## src/rtl/shared_mem_pkg.sv

```systemverilog
// rtl/shared_mem_pkg.sv - shared types and helpers for the shared memory arbiter
package shared_mem_pkg;

    typedef enum logic {
        IDLE = 1'b0,
        BUSY = 1'b1
    } arb_state_t;

    // Index width that never collapses to zero for a single requester.
    function automatic int idx_w(input int n);
        return (n > 1) ? $clog2(n) : 1;
    endfunction

endpackage

```

## src/rtl/rr_pick.sv

```systemverilog
// rtl/rr_pick.sv - combinational round-robin pick starting at ptr_i, wrapping modulo N
module rr_pick
    import shared_mem_pkg::*;
#(
    parameter int N  = 4,
    parameter int IW = idx_w(N)
) (
    input  logic [N-1:0]  req_i,
    input  logic [IW-1:0] ptr_i,
    output logic [IW-1:0] winner_o,
    output logic          any_req_o
);

    logic [2*N-1:0] dbl;
    logic [2*N-1:0] masked;
    logic           found;

    // The upper copy of req_i supplies the wrapped-around candidates below ptr_i.
    always_comb begin
        dbl      = {req_i, req_i};
        masked   = '0;
        winner_o = '0;
        found    = 1'b0;
        for (int i = 0; i < 2 * N; i++) begin
            masked[i] = dbl[i] && (i >= int'(ptr_i));
        end
        for (int i = 0; i < 2 * N; i++) begin
            if (!found && masked[i]) begin
                found    = 1'b1;
                winner_o = (i >= N) ? IW'(i - N) : IW'(i);
            end
        end
    end

    assign any_req_o = |req_i;

endmodule

```

## src/rtl/shared_mem_arbiter.sv

```systemverilog
// rtl/shared_mem_arbiter.sv - locked round-robin arbiter sharing one memory port between cores
module shared_mem_arbiter
    import shared_mem_pkg::*;
#(
    parameter int NUM_CORES = 4,
    parameter int AW        = 32,
    parameter int DW        = 32,
    parameter int TIMEOUT   = 255
) (
    input  logic                      clk,
    input  logic                      rst,
    input  logic [NUM_CORES-1:0]      core_cyc,
    input  logic [NUM_CORES-1:0]      core_we,
    input  logic [NUM_CORES*AW-1:0]   core_adr,
    input  logic [NUM_CORES*DW-1:0]   core_dat,
    input  logic [NUM_CORES*DW/8-1:0] core_sel,
    output logic [NUM_CORES-1:0]      core_ack,
    output logic [NUM_CORES-1:0]      core_err,
    output logic [DW-1:0]             core_rdt,
    output logic                      mem_cyc,
    output logic                      mem_we,
    output logic [AW-1:0]             mem_adr,
    output logic [DW-1:0]             mem_dat,
    output logic [DW/8-1:0]           mem_sel,
    input  logic                      mem_ack,
    input  logic [DW-1:0]             mem_rdt
);

    localparam int IW = idx_w(NUM_CORES);
    localparam int TW = $clog2(TIMEOUT + 1);
    localparam int SW = DW / 8;

    arb_state_t    state_q;
    logic [IW-1:0] ptr_q, owner_q, ptr_d, win;
    logic [TW-1:0] tcnt_q;
    logic          any_req, busy, own_cyc, tmo, done, abort;

    rr_pick #(.N(NUM_CORES), .IW(IW)) u_pick (
        .req_i     (core_cyc),
        .ptr_i     (ptr_q),
        .winner_o  (win),
        .any_req_o (any_req)
    );

    assign busy    = (state_q == BUSY);
    assign own_cyc = core_cyc[owner_q];
    assign done    = busy && mem_ack;
    assign tmo     = busy && own_cyc && !mem_ack && (tcnt_q == TW'(TIMEOUT - 1));
    assign abort   = busy && !own_cyc && !mem_ack;
    assign ptr_d   = (owner_q == IW'(NUM_CORES - 1)) ? '0 : owner_q + 1'b1;

    assign mem_cyc  = busy && own_cyc && !tmo;
    assign mem_we   = core_we[owner_q];
    assign mem_adr  = core_adr[int'(owner_q) * AW +: AW];
    assign mem_dat  = core_dat[int'(owner_q) * DW +: DW];
    assign mem_sel  = core_sel[int'(owner_q) * SW +: SW];
    assign core_rdt = mem_rdt;

    // A memory ack landing in a reset cycle is swallowed so the owner never sees it.
    always_comb begin
        core_ack = '0;
        core_err = '0;
        for (int i = 0; i < NUM_CORES; i++) begin
            if (owner_q == IW'(i) && !rst) begin
                core_ack[i] = done || tmo;
                core_err[i] = tmo;
            end
        end
    end

    always_ff @(posedge clk) begin
        if (rst) begin
            state_q <= IDLE;
            ptr_q   <= '0;
            owner_q <= '0;
            tcnt_q  <= '0;
        end else begin
            case (state_q)
                IDLE: begin
                    if (any_req) begin
                        owner_q <= win;
                        tcnt_q  <= '0;
                        state_q <= BUSY;
                    end
                end
                BUSY: begin
                    if (done || tmo) begin
                        state_q <= IDLE;
                        ptr_q   <= ptr_d;
                    end else if (abort) begin
                        state_q <= IDLE;
                    end else begin
                        tcnt_q <= tcnt_q + 1'b1;
                    end
                end
            endcase
        end
    end

endmodule

```

## config.mk

```make
export PLATFORM = sky130hd
export DESIGN_NAME = shared_mem_arbiter
export DESIGN_NICKNAME = d
export VERILOG_FILES = /design/src/rtl/shared_mem_pkg.sv /design/src/rtl/rr_pick.sv /design/src/rtl/shared_mem_arbiter.sv
export SDC_FILE = /design/constraint.sdc
export NUM_CORES = 1
export LEC_CHECK = 0
export ABC_AREA = 1
export BUFFER_PORTS_ARGS = -buffer_cell sky130_fd_sc_hd__buf_2
export CAP_MARGIN = 20
export CORE_AREA = 5 5 164 166
export DETAILED_ROUTE_END_ITERATION = 8
export DIE_AREA = 0 0 169 171
export GPL_ROUTABILITY_DRIVEN = 0
export MAX_ROUTING_LAYER = met4
export PLACE_DENSITY = 0.4
export SYNTH_ARGS = -nofsm -noshare
export SYNTH_HDL_FRONTEND = slang
export SYNTH_SLANG_ARGS = --single-unit
export TNS_END_PERCENT = 10
```

## constraint.sdc

```tcl
create_clock -name clk -period 3.4 [get_ports clk]
set_input_delay 0.17 -clock clk [delete_from_list [all_inputs] [get_ports clk]]
set_output_delay 0.17 -clock clk [all_outputs]
set_load 0.05 [all_outputs]
```

Word-level counts from Yosys, hierarchy flattened
Cells that the tools add are included.
{"block": "word_totals", "ff_bits": 13, "out_inout_bits": 110, "word_cells": 94}
{"block": "classes", "addsub": 2, "order_cmp": 4, "n_eq_ne": 7, "shifts": 3, "muxes": 35, "n_bitwise": 1, "reduce_logical": 38}
{"operator": "128-bit by 8-bit variable part select with 32-bit output", "n": 2}
{"operator": "8-bit two-way mux", "n": 3}
{"operator": "1-bit logical AND", "n": 21}
{"operator": "1-bit two-way mux", "n": 21}
{"operator": "8-bit one-hot mux with 2 select lines", "n": 1}
{"operator": "16-bit by 5-bit variable part select with 4-bit output", "n": 1}
{"operator": "2-bit two-way mux", "n": 7}
{"operator": "1-bit logical NOT", "n": 11}
{"operator": "8-bit by 1-bit adder with 8-bit output, second input constant", "n": 1}
{"operator": "8-bit == test, second input constant", "n": 1}
{"operator": "2-bit inequality test, second input constant", "n": 3}
{"operator": "1-bit binary-select mux with 2-bit select", "n": 2}
{"operator": "2-bit == test, second input constant", "n": 2}
{"operator": "1-bit by 2-bit greater-or-equal comparator with 1-bit output, first input constant", "n": 2}
{"operator": "2-bit AND reduction", "n": 2}
{"operator": "4-bit OR reduction", "n": 1}
{"operator": "2-bit by 3-bit < comparator with 1-bit output, second input constant", "n": 1}
{"operator": "3-bit AND reduction", "n": 1}
{"operator": "2-bit by 1-bit adder with 2-bit output, second input constant", "n": 1}
{"operator": "2-bit by 1-bit == test with 1-bit output, second input constant", "n": 1}
{"operator": "2-bit greater-or-equal comparator, first input constant", "n": 1}
{"operator": "2-bit logical NOT", "n": 1}
{"operator": "1-bit one-hot mux with 2 select lines", "n": 1}
{"operator": "1-bit logical OR", "n": 1}
{"operator": "1-bit inverter", "n": 1}

Depth between registers and ports, before layout
Gate-level depths: netlist (run 1).
{"block": "depth", "depth_word": 24, "mapped_depth": 11}

Hierarchy
From an unflattened synthesis (run 1), not the netlist that was laid out.
{"block": "unflattened", "cells_unflattened": 573, "area_unflattened_um2": 3044.2}
{"mod": "shared_mem_arbiter", "n_inst": 1, "cells_per_inst": 551, "area_per_inst_um2": 2952.8}
{"mod": "rr_pick", "n_inst": 1, "cells_per_inst": 22, "area_per_inst_um2": 91.3}

Worst setup path after synthesis (run 1)
OpenSTA, ideal clock, no wires.
{"block": "synth_path", "path_kind": "reg-to-output", "from": "register owner_q[0]", "to": "output port core_ack[0]", "arrival_ns": 2.277, "slack_ns": 0.953, "stages_incl_launch_ff": 7, "path_buffers": 2, "path_cell_list": "dfxtp_1 -> inv_2 -> buf_2 -> buf_1 -> ha_1 -> inv_1 -> nor3_1"}
{"block": "synth_via", "elab_chain_len": 7, "elab_cells_between_ends": 9, "cone_classes": "mux: 3; reduce/logical: 6"}
{"item": "from (decl)", "line_no": "shared_mem_arbiter.sv:34", "source": "logic [IW-1:0] ptr_q, owner_q, ptr_d, win;"}
{"item": "from (signal assigned)", "line_no": "shared_mem_arbiter.sv:81", "source": "owner_q <= win;"}
{"item": "1-bit binary-select mux with 2-bit select", "line_no": "shared_mem_arbiter.sv:46", "source": "assign own_cyc = core_cyc[owner_q];"}
{"item": "1-bit two-way mux (not written as such)", "line_no": "shared_mem_arbiter.sv:46"}
{"item": "1-bit logical AND (3 in a row)", "line_no": "shared_mem_arbiter.sv:48", "source": "assign tmo = busy && own_cyc && !mem_ack && (tcnt_q == TW'(TIMEOUT - 1));"}
{"item": "1-bit logical OR", "line_no": "shared_mem_arbiter.sv:65", "source": "core_ack[i] = done || tmo;"}
{"item": "1-bit two-way mux *", "line_no": "shared_mem_arbiter.sv:64", "source": "if (owner_q == IW'(i) && !rst) begin"}
{"item": "to (decl)", "line_no": "shared_mem_arbiter.sv:17", "source": "output logic [NUM_CORES-1:0] core_ack,"}
Mark *: on every way between the ends. The rest lies on a longest branch, timed or not. The select of a mux whose other input is x is not followed.

Worst setup path in the final report (run 1)
{"block": "layout_path", "from": "register owner_q[1]", "to": "output port mem_adr[26]"}
{"block": "layout_via", "elab_chain_len": 1}
{"item": "128-bit by 8-bit variable part select with 32-bit output", "line_no": "shared_mem_arbiter.sv:54", "source": "assign mem_adr = core_adr[int'(owner_q) * AW +: AW];"}
{"item": "to (decl)", "line_no": "shared_mem_arbiter.sv:22", "source": "output logic [AW-1:0] mem_adr,"}
No other way between the ends.

==> impl_metrics.py, run 1 <==
metrics = {
    "clocking": {
        "cts_tree": "yes",
        "h-tree-depth": 1,
        "cts_sinks": 13,
        "cts-root-buf": "clkbuf_16",
        "clk_latency_ps": 240,
        "path_clk_slew_ps": 50,
        "cts_hold_buf": 0,
        "cts_resized": 0,
        "cts_buffers": 3,
        "cts.path.max_buffers": 2,
        "post-cts-setup-buffer-count": 0,
    },
    "grt": {
        "grt_use_total_pct": 11.5,
        "overflow": 0,
        "grt_antenna_before_repair": 0,
        "grt_first_pass_wirelength_mm": 26.6,
        "grt_max_degree": 144,
        "grt_pass1_vias": 4705,
    },
    "drt": {
        "drc": 0,
        "avgRoutedWirePerCell_um": 15.3,
        "drtIter0Drc": 356,
        "routed_wl_mm": 18.4,
        "firstDrtPassIters": 4,
        "ant_nets": 0,
        "vias": 5007,
        "vias_per_cell": 4.17,
    },
    "min_path": {
        "hold_path_depth": 4,
        "hold_class": "in2reg",
    },
    "timing": {
        "slew_violations": 0,
        "relSlewSlack_pct": 43.0,
        "fin_setup_tns_ps": 0,
        "fmax_ghz": 0.402,
        "finalHoldViolations": 0,
        "setup-violations-final": 0,
        "worstMarginPinSlew_ps": 854,
        "skew_ps": 1.84,
        "rsz0062_at_grt": "no",
        "min_period_over_period_pct": 73.1,
        "min_period_ps": 2490,
    },
    "die": {
        "row_count": 59,
        "die-area_um2": 28900,
        "initial_core_util_pct": 11.9,
        "ios": 425,
        "fp.dieH_um": 171,
        "core-area_um2": 25500,
        "die_w_um": 169,
    },
    "worst_setup_path": {
        "endpoint_kind": "output pin",
        "startpoint_type": "flop",
        "cp.required_ps": 3230,
        "r2r_cells": 9,
        "slowest_delay_ps": 870,
        "worstReg2RegEnd": "tcnt_q[1]",
        "cp_slowest_cell": "dfxtp_2",
        "cp_max_fo": 41,
        "crit_end": "mem_adr[26]",
        "crit_chain": "buf_4 > o21ai_0 > o22ai_1 > buf_2",
        "rrSetupSlack_ps": 1430,
        "reg2reg_from": "owner_q[1]",
        "crit_arrival_ps": 2320,
        "cp-startpoint": "owner_q[1]",
        "crit_type": "reg2out",
    },
    "synth": {
        "yosysTopAreaCellShare_pct": 23.4,
        "synth_area_um2": 3040,
        "yosys_warnings": 0,
        "synth_nets": 896,
        "ys_ff_latch": 13,
        "async_flop_share_pct": 0,
        "synthCells": 575,
        "synth_area_leaders": "o21ai_0 23%, nor2_1 20%, o22ai_1 14%",
        "synth-seq-area-share_pct": 8.55,
        "synth.avg_cell_area_um2": 5.29,
        "synth_cell_types": 28,
        "yosysTopAreaCell": "o21ai_0",
        "synth-edff-count": 0,
        "ys.flop_type": "dfxtp_1",
    },
    "finish": {
        "final_cells": 1202,
        "fill_cells": 3008,
        "synthToLayoutAreaGrowth_pct": 64.8,
        "drive_above_1_share_pct": 44.5,
        "diodes": 0,
        "nNetsFinal": 1189,
    },
    "power": {
        "power.density_nw_per_um2": 319,
        "leakage_uw": 0.00252,
        "finalPower_uw": 1600,
        "ir_worst_vdd_uv": 159,
    },
    "placed_design": {
        "dp_cells": 1198,
        "port_buffers": 360,
        "post-dp-hpwl_mm": 14.4,
    },
    "status": {
        "status": "completed",
    },
    "flow_run": {
        "cap_violations": 0,
    },
}
## critical path: cells and delay by family (launching register included)
family | cells | cell delay, ps
DFF | 1 | 870
buffers and inverters | 2 | 740
AOI/OAI and AO/OA | 2 | 410
## Yosys cell counts (6+ instances only)
cell type,count
dfxtp_1,13
inv_1,16
o21ai_0,142
nand3_1,12
buf_4,33
nor2_1,161
nor3_1,7
a21oi_1,10
nand2_1,36
o22ai_1,69
clkbuf_1,35
buf_1,7
ha_1,6
## sequential cells by signal, summed over array words and instances (netlist names)
register  cells
busy          1
owner_q       2
ptr_q         2
tcnt_q        8
## metrics by stage
stage / area, µm² / setup slack [ps] / hold slack [ps] / util [%]
2_1_floorplan: 3040 / 953 / 381 / -
3_3_place_gp: 4940 / 1150 / 340 / 19.4
3_5_place_dp: 4940 / 1130 / 340 / 19.4
4_1_cts: 5010 / 854 / 272 / 19.7
5_1_grt: 5010 / 678 / 321 / 19.7
6_report: 5010 / 914 / 273 / 19.7
## area by class of cell
cell class | count | area (µm²) | area share [%]
Multi-Input combinational cell | 461 | 2270 | 45.4
Timing Repair Buffer | 367 | 1890 | 37.7
Tap cell | 335 | 419 | 8.36
Sequential cell | 13 | 265 | 5.29
Inverter | 22 | 85.1 | 1.70
Clock buffer | 4 | 78.8 | 1.57
## layout by cell type (no fill, tap or decap), types with 2 or more instances in the layout
cell type / count
dfxtp_1: 11
o22ai_1: 69
nand2_1: 36
buf_4: 4
buf_2: 360
inv_1: 16
nand3_2: 2
nor3_1: 7
xor2_1: 2
inv_2: 4
nand3_1: 12
nand4_1: 3
o21ai_0: 142
buf_12: 3
nand2_4: 2
a21oi_1: 10
clkbuf_16: 3
ha_1: 6
nor2_1: 161
nand4_4: 2
## layer usage
| metal | global-route usage [%] | vias up | part of all wire [%] | routed length [µm] |
|---|---|---|---|---|
| met1 | 14.1 | 2235 | 40 | 7450 |
| met5 | - | - | 0 | 0 |
| li1 | - | 2540 | - | - |
| met3 | 2.45 | 8 | 8.6 | 1580 |
| met2 | 20.2 | 224 | 50 | 9280 |
| met4 | 0.910 | 0 | 0.47 | 86 |
## cell families (layout without fill, tap and decap cells)
logic type / after synthesis / after routing / share of synthesized area [%]
flip-flops: 13 / 13 / 8.55
buffers and inverters: 101 / 393 / 16.7
XOR/XNOR: 2 / 2 / 0.576
adder cells (fa/ha/maj): 6 / 6 / 2.47
AND/OR/NAND/NOR: 231 / 231 / 32.3
AO/OA/AOI/OAI: 222 / 222 / 39.4
## report_power, final
| group | internal, µW | switching [µW] |
|---|---|---|
| Combinational | 340 | 851 |
| Clock | 159 | 68.1 |
| Sequential | 163 | 22.2 |
## worst min path at each step
| stage | slack, ps | endpoint | start |
|---|---|---|---|
| 2_1_floorplan | 380 | owner_q[1] | core_cyc[1] |
| 3_3_place_gp | 340 | core_rdt[16] | mem_rdt[16] |
| 3_5_place_dp | 340 | core_rdt[16] | mem_rdt[16] |
| 4_1_cts | 270 | owner_q[1] | core_cyc[0] |
| 5_1_grt | 320 | busy | rst |
| 6_report | 270 | owner_q[1] | core_cyc[0] |
Power figures use the tool's default switching activity.
==> run 2: changes to the inputs <==
PLACE_DENSITY = 0.41   (was 0.4)
clock period = 2 ns   (was 3.4 ns; I/O delays follow)
==> run 2 against run 1 <==
Worst hold slack got worse by 73 ps. Non-clock buffer count increased by 1. Highest routed layer unchanged. Global-route usage about the same. First-iteration DRC count decreased by 31%. Total power increased by 72%. Clock skew increased by 5.7 ps. Register-to-register slack got worse by 940 ps.
==> impl_metrics.py, run 2 (same netlist as run 1, synthesis figures left out) <==
metrics = {
    "drt": {
        "avgRoutedWirePerCell_um": 15.7,
        "vias": 5022,
        "drc": 0,
        "drtIter0Drc": 246,
        "routed_wl_mm": 18.9,
        "ant_nets": 0,
        "firstDrtPassIters": 4,
        "vias_per_cell": 4.17,
    },
    "worst_setup_path": {
        "reg2reg_from": "tcnt_q[0]",
        "rrSetupSlack_ps": 490,
        "worstReg2RegEnd": "tcnt_q[7]",
        "cp_slowest_cell": "dfxtp_1",
        "startpoint_type": "flop",
        "cp.required_ps": 1900,
        "crit_arrival_ps": 1760,
        "crit_chain": "inv_1 > ha_1 > nand3_1 > inv_1 > nand2_2 > clkinv_1 > nand4_4 > nand2_4 > inv_2 > nor3_1 > buf_4",
        "cp_max_fo": 7,
        "slowest_delay_ps": 330,
        "r2r_cells": 10,
        "endpoint_kind": "output pin",
        "cpMostUsedCell": "inv_1",
        "crit_type": "reg2out",
    },
    "finish": {
        "top_register": "tcnt_q",
        "finish.utilization_pct": 20.0,
        "top_regs": "tcnt_q: 8 flops, owner_q: 2 flops, ptr_q: 2 flops",
        "final_cells": 1204,
        "synthToLayoutAreaGrowth_pct": 67.0,
        "layout_commonest_cell": "buf_2",
        "nNetsFinal": 1190,
        "drive_above_1_share_pct": 44.8,
        "final_cell_mix": "356 x buf_2, 161 x nor2_1, 142 x o21ai_0",
        "largest_reg_flops": 8,
    },
    "clocking": {
        "path_clk_slew_ps": 50,
        "cts.path.max_buffers": 2,
        "cts_buffers": 3,
        "cts_resized": 0,
        "cts_tree": "yes",
        "clk_latency_ps": 250,
        "post-cts-setup-buffer-count": 0,
        "h-tree-depth": 1,
        "cts_hold_buf": 0,
        "cts-root-buf": "clkbuf_16",
        "cts_sinks": 13,
    },
    "grt": {
        "grt_use_total_pct": 11.5,
        "grt_antenna_before_repair": 1,
        "grt_max_degree": 75,
        "grt_first_pass_wirelength_mm": 26.2,
        "grt_pass1_vias": 4597,
        "overflow": 0,
    },
    "timing": {
        "relSlewSlack_pct": 71.4,
        "min_period_ps": 1860,
        "fmax_ghz": 0.536,
        "skew_ps": 7.55,
        "setup-violations-final": 0,
        "rsz0062_at_grt": "yes",
        "fin_setup_tns_ps": 0,
        "worstMarginPinSlew_ps": 428,
        "slew_violations": 0,
        "finalHoldViolations": 0,
        "min_period_over_period_pct": 93.2,
    },
    "power": {
        "ir_worst_vdd_uv": 358,
        "power.density_nw_per_um2": 541,
        "leakage_uw": 0.00255,
        "finalPower_uw": 2750,
    },
    "die": {
        "core-area_um2": 25500,
        "initial_core_util_pct": 11.9,
        "ios": 425,
        "fp.dieH_um": 171,
        "row_count": 59,
        "die-area_um2": 28900,
        "die_w_um": 169,
    },
    "placed_design": {
        "post-dp-hpwl_mm": 15.1,
        "dp_cells": 1199,
        "port_buffers": 360,
    },
    "min_path": {
        "hold_class": "in2out",
        "hold_path_depth": 0,
        "hp-start": "mem_rdt[2]",
        "min_to": "core_rdt[2]",
    },
    "flow_run": {
        "cap_violations": 0,
    },
    "status": {
        "status": "completed",
    },
}
==> run 2: area by class of cell <==
class                   count  area, µm²
fillers                  2980      20400
well taps                 335        419
repair buffers            368       1950
inverters                  22       85.1
clock buffers               3       75.1
diodes                      1       2.50
flip-flops and latches     13        265
clock inverters             1       5.00
multi-input cells         461       2280
==> run 2: critical path, delay by kind of cell, from the launching register on <==
kind	cells	cell delay, ps
fa+ha+maj	1	140
buf+inv	5	520
flops	1	330
simple gates	5	530
==> run 2: how the worst max path moves through the flow <==
stage | start | end | slack [ps] | cells after the start
3_5_place_dp | tcnt_q[0] | core_ack[0] | 300 | 11
5_1_grt | tcnt_q[0] | core_ack[0] | -30 | 11
2_1_floorplan | owner_q[0] | core_ack[0] | -380 | 6
3_3_place_gp | tcnt_q[0] | core_ack[0] | 300 | 11
6_report | tcnt_q[0] | core_ack[2] | 140 | 11
4_1_cts | tcnt_q[0] | core_ack[2] | 30 | 11
==> run 2: per-layer routing <==
layer / up-vias / GRT usage [%] / wire [µm]
li1: 2548 / - / -
met1: 2232 / 13.3 / 7300
met2: 220 / 20.4 / 9700
met3: 22 / 2.50 / 1540
met4: 0 / 2.70 / 374
met5: - / - / 0
==> run 2: per-stage QoR <==
stage	hold slack [ps]	area [µm²]	setup WS (ps)
global route	200	5080	-32.6
detailed placement	200	4980	301
CTS	200	5060	26.6
floorplan	311	3040	-377
global placement	200	4980	299
finish	200	5080	136
==> run 2: power by group <==
part | internal [µW] | switching (µW)
logic | 592 | 1470
registers | 277 | 23.7
clock network | 266 | 119
total | 1140 | 1610
==> run 3: changes to the inputs <==
PLACE_DENSITY = 0.51   (was 0.41)
==> run 3 against run 2 <==
Die area unchanged. Largest power group unchanged. Setup slack got worse by 25 ps. Sequential share of layout area decreased by 0.14 points.
==> impl_metrics.py, run 3 (same netlist as run 1, synthesis figures left out) <==
metrics = {
    "worst_setup_path": {
        "cp.required_ps": 1900,
        "endpoint_kind": "output pin",
        "crit_arrival_ps": 1790,
        "crit_type": "reg2out",
        "cp_max_fo": 77,
        "startpoint_type": "flop",
    },
    "timing": {
        "worstMarginPinSlew_ps": 462,
        "rsz0062_at_grt": "no",
        "finalHoldViolations": 0,
        "skew_ps": 0.598,
        "min_period_ps": 1890,
        "slew_violations": 0,
        "setup-violations-final": 0,
        "relSlewSlack_pct": 69.6,
        "fmax_ghz": 0.529,
        "min_period_over_period_pct": 94.5,
        "fin_setup_tns_ps": 0,
        "hold_ws_ps": 200,
    },
    "placed_design": {
        "post-dp-hpwl_mm": 15.0,
        "port_buffers": 360,
    },
    "clocking": {
        "h-tree-depth": 1,
        "cts_buffers": 3,
        "cts_tree": "yes",
        "path_clk_slew_ps": 40,
        "cts.path.max_buffers": 2,
        "cts_sinks": 13,
        "clk_latency_ps": 240,
        "cts-root-buf": "clkbuf_16",
        "post-cts-setup-buffer-count": 0,
    },
    "drt": {
        "vias": 5148,
        "drtIter0Drc": 313,
        "vias_per_cell": 4.26,
        "routed_wl_mm": 18.4,
        "ant_nets": 0,
        "avgRoutedWirePerCell_um": 15.2,
        "firstDrtPassIters": 4,
        "drc": 0,
    },
    "die": {
        "die_w_um": 169,
        "core-area_um2": 25500,
        "die-area_um2": 28900,
        "initial_core_util_pct": 11.9,
        "fp.dieH_um": 171,
        "row_count": 59,
        "ios": 425,
    },
    "finish": {
        "largest_reg_flops": 8,
        "layout_commonest_cell": "buf_2",
        "synthToLayoutAreaGrowth_pct": 74.1,
        "top_register": "tcnt_q",
        "top_regs": "tcnt_q: 8 flops, owner_q: 2 flops, ptr_q: 2 flops",
        "drive_above_1_share_pct": 45.6,
        "final_cell_mix": "344 x buf_2, 161 x nor2_1, 142 x o21ai_0",
        "nNetsFinal": 1193,
    },
    "min_path": {
        "hold_class": "in2out",
    },
    "power": {
        "leakage_uw": 0.00263,
        "power.density_nw_per_um2": 548,
        "ir_worst_vdd_uv": 257,
    },
    "grt": {
        "grt_use_total_pct": 11.4,
        "grt_first_pass_wirelength_mm": 26.3,
        "overflow": 0,
        "grt_antenna_before_repair": 2,
        "grt_max_degree": 83,
        "grt_pass1_vias": 4690,
    },
    "status": {
        "status": "completed",
    },
    "flow_run": {
        "cap_violations": 0,
    },
}
-- run 3: cell count changes in the layout (fill, tap and decap cells not counted), sizes merged --
cell    change
buf         +3
clkbuf      +1
clkinv      -2
diode       +1
inv         +1
-- run 3: area by class of cell --
type                       count  area (µm²)
antenna                        2        5.00
fill                        2972       20200
tap                          335         419
multi-input combinational    461        2290
sequential                    13         269
timing repair buffer         371        2150
clock buffer                   4        78.8
inverter                      22        85.1
-- run 3: path summary, 6_finish.rpt --
check	slack, ps	to	cells after the start	start
max	110	mem_dat[3]	6	owner_q[0]
max reg2reg	500	tcnt_q[1]	6	busy
min	200	core_rdt[2]	0	mem_rdt[2]
min reg2reg	520	ptr_q[0]	2	ptr_q[0]
-- run 3: timing repair --
action / in CTS / in global routing
cloned: 0 / 0
resized for setup: 1 / 13
hold endpoints to repair: 0 / 0
hold buffers: 0 / 0
setup endpoints to repair: 1 / 9
pin swaps: 0 / 2
-- run 3: metal layers --
metal,global-route usage (%),wire length (µm),part of all wire (%)
met5,-,0,0
met4,1.54,206,1.1
met3,2.31,1770,9.6
met2,19.6,9280,50
met1,14.2,7150,39
-- run 3: report_power, final --
part	internal (µW)	leakage (µW)	switching [µW]	total, µW
logic	715	0.00249	1510	2220
clock network	269	0.0000382	110	379
registers	278	0.000109	26.0	304
total	1260	0.00263	1640	2900
-- run 3: per-stage QoR --
stage          util (%)  std cells  power [µW]  cell area [µm²]  setup WS [ps]
6_report           20.8       1208        2900             5300            111
5_1_grt            20.8       1208        3080             5300          0.814
4_1_cts            20.7       1206        2920             5270           14.4
3_5_place_dp       20.4       1202        2530             5180            265
3_3_place_gp       20.4       1202        2530             5180            303
2_1_floorplan         -        575        1860             3040           -377
-- run 3: critical path, stage by stage (launching register included) --
cell     delay [ps]
dfxtp_4         370
inv_4            90
buf_12          270
buf_4           220
o21ai_0          90
o22ai_1         260
buf_12          180
